===== src/rtl/uart_receiver_if.sv =====
`default_nettype none
// ============================================================================
// Module      : uart_receiver_if
// Description : Serial line and received-byte signals of the 8N1 UART receiver.
// Revision    : 1.0 - initial release
// ============================================================================
interface uart_receiver_if;
    logic       rxd;
    logic [7:0] data;
    logic       dataReady;
    logic       frameError;

    modport master (
        input  rxd,
        output data,
        output dataReady,
        output frameError
    );

    modport slave (
        output rxd,
        input  data,
        input  dataReady,
        input  frameError
    );
endinterface
`default_nettype wire


===== src/rtl/uart_receiver.sv =====
`default_nettype none
// ============================================================================
// Module      : uart_receiver
// Description : 8N1 UART receiver that samples at bit centres, flags bad stop bits.
// Revision    : 1.0 - initial release
// ============================================================================
module uart_receiver #(
    parameter int CLK_HZ = 100000000,
    parameter int BAUD   = 115200
) (
    input  wire logic       clk,
    input  wire logic       rst,
    uart_receiver_if.master bus
);
    localparam int c_DIV   = CLK_HZ / BAUD;
    localparam int c_HALF  = c_DIV / 2;
    localparam int c_CNT_W = $clog2(c_DIV);

    localparam logic [c_CNT_W-1:0] c_DIV_M1  = c_CNT_W'(c_DIV - 1);
    localparam logic [c_CNT_W-1:0] c_HALF_M1 = c_CNT_W'(c_HALF - 1);

    localparam logic [2:0] c_ST_IDLE  = 3'd0;
    localparam logic [2:0] c_ST_START = 3'd1;
    localparam logic [2:0] c_ST_DATA  = 3'd2;
    localparam logic [2:0] c_ST_STOP  = 3'd3;
    localparam logic [2:0] c_ST_BREAK = 3'd4;

    logic               r_sync1;
    logic               r_sync2;
    logic [2:0]         r_state;
    logic [2:0]         w_state_next;
    logic [c_CNT_W-1:0] r_cnt;
    logic [c_CNT_W-1:0] w_cnt_next;
    logic [2:0]         r_idx;
    logic [2:0]         w_idx_next;
    logic [7:0]         r_shift;
    logic [7:0]         w_shift_next;
    logic [7:0]         r_data;
    logic [7:0]         w_data_next;
    logic               r_ready;
    logic               w_ready_next;
    logic               r_ferr;
    logic               w_ferr_next;
    logic               w_half_end;
    logic               w_bit_end;

    assign w_half_end = (r_cnt == c_HALF_M1);
    assign w_bit_end  = (r_cnt == c_DIV_M1);

    // Synchronizer idles high so a reset release never looks like a start bit.
    always_ff @(posedge clk or negedge rst) begin
        if (!rst) begin
            r_sync1 <= 1'b1;
            r_sync2 <= 1'b1;
        end else begin
            r_sync1 <= bus.rxd;
            r_sync2 <= r_sync1;
        end
    end

    always_ff @(posedge clk or negedge rst) begin
        if (!rst) begin
            r_state <= c_ST_IDLE;
        end else begin
            r_state <= w_state_next;
        end
    end

    always_comb begin
        w_state_next = r_state;
        case (r_state)
            c_ST_IDLE:  if (!r_sync2) w_state_next = c_ST_START;
            c_ST_START: if (w_half_end) w_state_next = r_sync2 ? c_ST_IDLE : c_ST_DATA;
            c_ST_DATA:  if (w_bit_end && (r_idx == 3'd7)) w_state_next = c_ST_STOP;
            c_ST_STOP:  if (w_bit_end) w_state_next = r_sync2 ? c_ST_IDLE : c_ST_BREAK;
            c_ST_BREAK: if (r_sync2) w_state_next = c_ST_IDLE;
            default:    w_state_next = c_ST_IDLE;
        endcase
    end

    always_comb begin
        w_cnt_next   = r_cnt + 1'b1;
        w_idx_next   = r_idx;
        w_shift_next = r_shift;
        w_data_next  = r_data;
        w_ready_next = 1'b0;
        w_ferr_next  = 1'b0;
        case (r_state)
            c_ST_START: begin
                if (w_half_end) begin
                    w_cnt_next = '0;
                    w_idx_next = 3'd0;
                end
            end
            c_ST_DATA: begin
                if (w_bit_end) begin
                    w_cnt_next            = '0;
                    w_shift_next[r_idx]   = r_sync2;
                    if (r_idx != 3'd7) w_idx_next = r_idx + 3'd1;
                end
            end
            c_ST_STOP: begin
                if (w_bit_end) begin
                    w_cnt_next = '0;
                    if (r_sync2) begin
                        w_data_next  = r_shift;
                        w_ready_next = 1'b1;
                    end else begin
                        w_ferr_next = 1'b1;
                    end
                end
            end
            default: w_cnt_next = '0;
        endcase
    end

    always_ff @(posedge clk or negedge rst) begin
        if (!rst) begin
            r_cnt   <= '0;
            r_idx   <= 3'd0;
            r_shift <= 8'h00;
            r_data  <= 8'h00;
            r_ready <= 1'b0;
            r_ferr  <= 1'b0;
        end else begin
            r_cnt   <= w_cnt_next;
            r_idx   <= w_idx_next;
            r_shift <= w_shift_next;
            r_data  <= w_data_next;
            r_ready <= w_ready_next;
            r_ferr  <= w_ferr_next;
        end
    end

    assign bus.data       = r_data;
    assign bus.dataReady  = r_ready;
    assign bus.frameError = r_ferr;
endmodule
`default_nettype wire


===== src/flat_wrapper.sv =====
// flat-port wrapper written by rule: the top's interface ports become plain ports
module uart_receiver_flat 
#(
    parameter int CLK_HZ = 100000000,
    parameter int BAUD   = 115200
)
  (clk, rst, bus_rxd, bus_data, bus_dataReady, bus_frameError);
  uart_receiver_if bus_i ();
  input  wire logic clk;
  input  wire logic rst;
  input wire logic [$bits(bus_i.rxd)-1:0] bus_rxd;
  output wire logic [$bits(bus_i.data)-1:0] bus_data;
  output wire logic [$bits(bus_i.dataReady)-1:0] bus_dataReady;
  output wire logic [$bits(bus_i.frameError)-1:0] bus_frameError;
  assign bus_i.rxd = bus_rxd;
  assign bus_data = bus_i.data;
  assign bus_dataReady = bus_i.dataReady;
  assign bus_frameError = bus_i.frameError;
  uart_receiver #(.CLK_HZ(CLK_HZ), .BAUD(BAUD)) u_core (.clk(clk), .rst(rst), .bus(bus_i));
endmodule

===== config.mk =====
export PLATFORM = sky130hd
export DESIGN_NAME = uart_receiver_flat
export DESIGN_NICKNAME = d
export VERILOG_FILES = /design/src/rtl/uart_receiver_if.sv /design/src/rtl/uart_receiver.sv /design/src/flat_wrapper.sv
export SDC_FILE = /design/constraint.sdc
export NUM_CORES = 1
export LEC_CHECK = 0
export BUFFER_PORTS_ARGS = -buffer_cell sky130_fd_sc_hd__buf_2
export CAP_MARGIN = 20
export CORE_MARGIN = 8
export CORE_UTILIZATION = 40
export CTS_BUF_LIST = sky130_fd_sc_hd__clkbuf_4
export DETAILED_ROUTE_END_ITERATION = 10
export GPL_TIMING_DRIVEN = 0
export PLACE_DENSITY = 0.68
export SKIP_CTS_REPAIR_TIMING = 1
export SLEW_MARGIN = 20
export SYNTH_ARGS = -nofsm -noshare
export SYNTH_HDL_FRONTEND = slang
export SYNTH_SLANG_ARGS = --single-unit

===== constraint.sdc =====
create_clock -name clk -period 1.8 [get_ports clk]
set_clock_uncertainty 0.15 [all_clocks]
set_input_delay 0.27 -clock clk [delete_from_list [all_inputs] [get_ports clk]]
set_output_delay 0.27 -clock clk [all_outputs]
set_load 0.005 [all_outputs]

== Yosys cells after proc, flatten, opt, wreduce, memory -nomap -nowiden ==
Index checks and enable logic that the tools add are counted.
Storage, ports and cells
  register bits: 36
  latch bits: 0
  RAM bits: 0
  bits in read-only memories: 0
  input bits: 3
  output and inout bits: 10
  logic and storage cells: 61
  memories: 0
Cells by class
  add/sub/neg operators: 2
  $mul: 0
  divide/modulo/power cells: 0
  order comparisons: 2
  equal/unequal tests: 15
  shifts and indexed selects: 0
  multiplexer cells: 24
  bitwise operators: 0
  reductions and logical operators: 9
Operators with widths (number)
  3-bit two-way mux: 9
  10-bit two-way mux: 2
  10-bit one-hot mux with 2 select lines: 1
  3-bit one-hot mux with 5 select lines: 1
  2-bit by 1-bit inequality test with 1-bit output, second input constant: 6
  10-bit by 1-bit adder with 10-bit output, second input constant: 1
  10-bit == test, second input constant: 1
  10-bit by 9-bit == test with 1-bit output, second input constant: 1
  8-bit bitwise mux: 1
  1-bit two-way mux: 7
  3-bit by 2-bit == test with 1-bit output, second input constant: 2
  3-bit == test, second input constant: 2
  3-bit one-hot mux with 2 select lines: 1
  5-bit AND reduction: 1
  3-bit by 4-bit less-than comparator with 1-bit output, second input constant: 1
  4-bit AND reduction: 1
  3-bit by 1-bit adder with 3-bit output, second input constant: 1
  1-bit demux with 3-bit select: 1
  3-bit by 1-bit == test with 1-bit output, second input constant: 1
  3-bit by 1-bit >= comparator with 1-bit output, second input constant: 1
  3-bit zero test: 1
  3-bit inequality test, second input constant: 1
  3-bit AND reduction: 1
  1-bit logical AND: 2
  5 further kinds: 5

== Longest topological paths before layout ==
  depth after elaboration: 5
  gate-level depth with buffers: 7
  mapped depth without buffers: 6

== Least setup slack after synthesis ==
OpenSTA, ideal clock, no wires.
  path type: register to register
  from: register u_core.r_cnt[0]
  to: register u_core.r_data[0], in the netlist u_core.bus.data[0]
  setup time: 0.125 ns
  arrival time: 1.659 ns
  data required time: 1.525 ns
  setup slack: -0.134 ns
  stages on the path, launching flop included: 6
  buffers on the path: 0
  period minus slack after synthesis: 1.934 ns
  cells stage by stage: dfrtp_1 -> ha_1 -> and4bb_4 -> nand3_4 -> nor3_4 -> mux2_2
On the way
  word-level cells in the longest chain between the ends: 2
RTL lines
  start, declared: RTL line uart_receiver.sv:32  | logic [c_CNT_W-1:0] r_cnt;
  start signal, assigned: RTL line uart_receiver.sv:126  | r_cnt <= w_cnt_next;
  10-bit == test: RTL line uart_receiver.sv:48  | assign w_bit_end = (r_cnt == c_DIV_M1);
  3-bit AND reduction (no source line)
  end signal, assigned: RTL line uart_receiver.sv:129  | r_data <= w_data_next;
  end, declared: RTL line uart_receiver.sv:38  | logic [7:0] r_data;
No other way between the ends.
A chain may end at the register's enable or synchronous reset.

== Final worst setup path ==
  from: register u_core.r_cnt[1]
  to: register u_core.r_data[7], in the netlist u_core.bus.data[7]
Same word-level chain as after synthesis.

==> results.ini <==
[floorplanning]
start_util_pct=41.8
rows=23
io-pin-count=13
core_area_sq_mm=0.00400
die_y_um=80.7
die_w_um=80.7
dieArea_sq_mm=0.00651

[timing]
whs_ps=210
finalCriticalPeriod_ps=1970
fin_ws_ps=-174
slew_headroom_pct=47.7
max_freq_mhz=507
slew_violations=0
period_share_pct=110
setup-violations-final=23
worstMarginPinSlew_ps=784
rsz0062_at_grt=true
finalHoldViolCount=0
fin_tns_setup_ps=-3320

[grt]
grt_pass1_vias=1133
antenna_found_initial=0
grt_max_degree=37
grt_first_pass_wirelength_um=5170
grt_usage_pct=10.3
grt-ovfl-total=0

[drt]
ant_nets=0
drc=0
drtPass1Iterations=4
post_drt_wl_per_cell_um=15.1
drt_wl_total_um=3370
drt_iter0_markers=50
viasPerCell=5.25
vias=1170

[worst_setup_path]
crit_fanout=5
r2r_cells=6
cp.required_ps=1890
path_class=flip-flop to flip-flop
arrival_ps=2060
cp-end-kind=flip-flop
critPathLaunchType=flip-flop

[power]
p_comb_share_pct=1.8
switching_power_mw=0.286
power_density_mw_per_mm2=641
internal-power_mw=1.12
power_leakage_nw=0.962
p_clk_share_pct=40.4
share_seq_of_total_power_pct=57.8
netSwitchingFraction_pct=20.3
ir_drop_mv=0.698
power_mw=1.41

[clocking]
numCtsBuffers=5
clkTransAtPathRegs_ps=100
cts_tree=yes
clkLatencyLatePin_ps=340
clock_path_buffers=2
htreeDepth=2
cts_root_buf=clkbuf_4
clock-sinks=36

[layout]
final_area_sq_mm=0.00220
final_common_cell=dfrtp_1
syn_to_final_growth_pct=31.5
n_antenna_cell=0
final_cell_mix=dfrtp_1 (33), buf_2 (13), mux2_4 (11)
fillerInstances=345
nNetsFinal=179
drive_gt1_share_pct=43.9

[worst_hold_path]
whs_path_depth=0
hold_path_class=flip-flop to flip-flop

[logic_synthesis]
netlist_area_sq_mm=0.00167
ys_async_sr_fraction_pct=100
synth_ff_type=dfrtp_1
synth-edff-count=0
synth_area_leaders=dfrtp_1 (51%), mux2_2 (8.1%), dfstp_2 (3.1%), xor2_1 (3.1%), ha_1 (3.0%)
synth.net_count=146
syn_area_per_cell_sq_um=12.0
yosysTopAreaCell=dfrtp_1
synth_cells=139
ys_types=35
yosys.area.top_type_share_pct=50.9
synth-seq-cells=36
ys_warn_count=0
seq_area_frac_synth_pct=54.0

[status]
failed_checks=negative setup slack
status=finished, violations left

[run]
max_cap_viol_count=0

[placement]
port_buffers=12
place_congestion=0.799
placed_cell_area_sq_mm=0.00181
hpwl_um=2100

layout make-up:
cell class,count,area (sq um),area share (%)
well taps,50,62.6,2.84
plain buffers,5,50.0,2.28
repair buffers,26,199,9.04
multi-input cells,93,885,40.2
clock inverters,2,35.0,1.59
clock buffers,6,45.0,2.05
inverters,5,18.8,0.853
flip-flops and latches,36,905,41.1
metal layers:
metal	vias up	part of all wire, %	global-route usage (%)	routed length [um]
met5	-	0	0	0
met4	0	1.3	5.36	44
met3	3	5.3	3.57	180
met2	25	51	16.9	1730
met1	572	42	11.6	1420
li1	570	-	-	-
per-stage QoR:
step	setup slack [ps]	utilization, %	cells
final	-174	55.0	223
after global routing	-238	55.0	223
after CTS	-389	47.1	209
after detailed placement	-378	45.1	201
after global placement	-277	45.1	201
after floorplan	-84.4	-	139
registers in the layout (all words and copies together), names as in the netlist:
name,count
u_core.bus.dataReady,1
u_core.r_state,3
u_core.bus.data,8
u_core.r_idx,3
u_core.bus.frameError,1
u_core.r_sync2,1
u_core.r_sync1,1
u_core.r_cnt,10
u_core.r_shift,8
Yosys cell counts (2+ instances only):
cell type / instances
dfstp_2: 2
inv_1: 5
buf_6: 2
buf_2: 2
xnor2_1: 2
nor2_1: 12
o31ai_1: 6
dfrtp_1: 34
mux2i_1: 3
o21ai_0: 6
xor2_1: 6
nor4bb_1: 2
ha_1: 4
nor3_1: 4
nand2_1: 6
nand3_1: 5
nand4_1: 6
and3_1: 2
a21oi_1: 2
mux2_2: 12
nor3b_1: 2
path summary, 6_finish.rpt:
path / start / endpoint / slack, ps
max: u_core.r_cnt[1]$_DFF_PN0_ / u_core.bus.data[7]$_DFFE_PN0P_ / -170
min: u_core.r_sync1$_DFF_PN1_ / u_core.r_sync2$_DFF_PN1_ / 210
max reg2reg: u_core.r_cnt[1]$_DFF_PN0_ / u_core.bus.data[7]$_DFFE_PN0P_ / -170
min reg2reg: u_core.r_sync1$_DFF_PN1_ / u_core.r_sync2$_DFF_PN1_ / 210
max in group asynchronous: rst / u_core.r_cnt[0]$_DFF_PN0_ / 570
min in group asynchronous: rst / u_core.bus.data[4]$_DFFE_PN0P_ / 380
logic make-up (layout without fill, tap and decap cells):
family | count (synthesis) | in the layout | synth area share [%]
multiplexers | 15 | 15 | 9.87
flip-flops | 36 | 36 | 54.0
XOR/XNOR | 8 | 8 | 4.19
adder cells (fa/ha/maj) | 4 | 4 | 2.99
AO/OA/AOI/OAI | 17 | 17 | 6.66
AND/OR/NAND/NOR | 49 | 49 | 18.8
buffers and inverters | 10 | 44 | 3.52
power groups by stage:
| stage | Sequential (mW) | Combinational, mW | Clock (mW) |
|---|---|---|---|
| after global routing | 0.815 | 0.0307 | 0.626 |
| final | 0.815 | 0.0253 | 0.570 |
| after global placement | 0.830 | 0.0224 | 0 |
| after floorplan | 0.830 | 0.00450 | 0 |
| after CTS | 0.815 | 0.0234 | 0.589 |
| after detailed placement | 0.830 | 0.0233 | 0 |
worst max-delay path, cell delays in order, from the launching register on:
cell	delay, ps
dfrtp_1	440
ha_4	160
and4bb_4	290
nand3_4	120
nor3_4	230
buf_6	160
mux2_4	310
(Power assumes the default switching activity.)
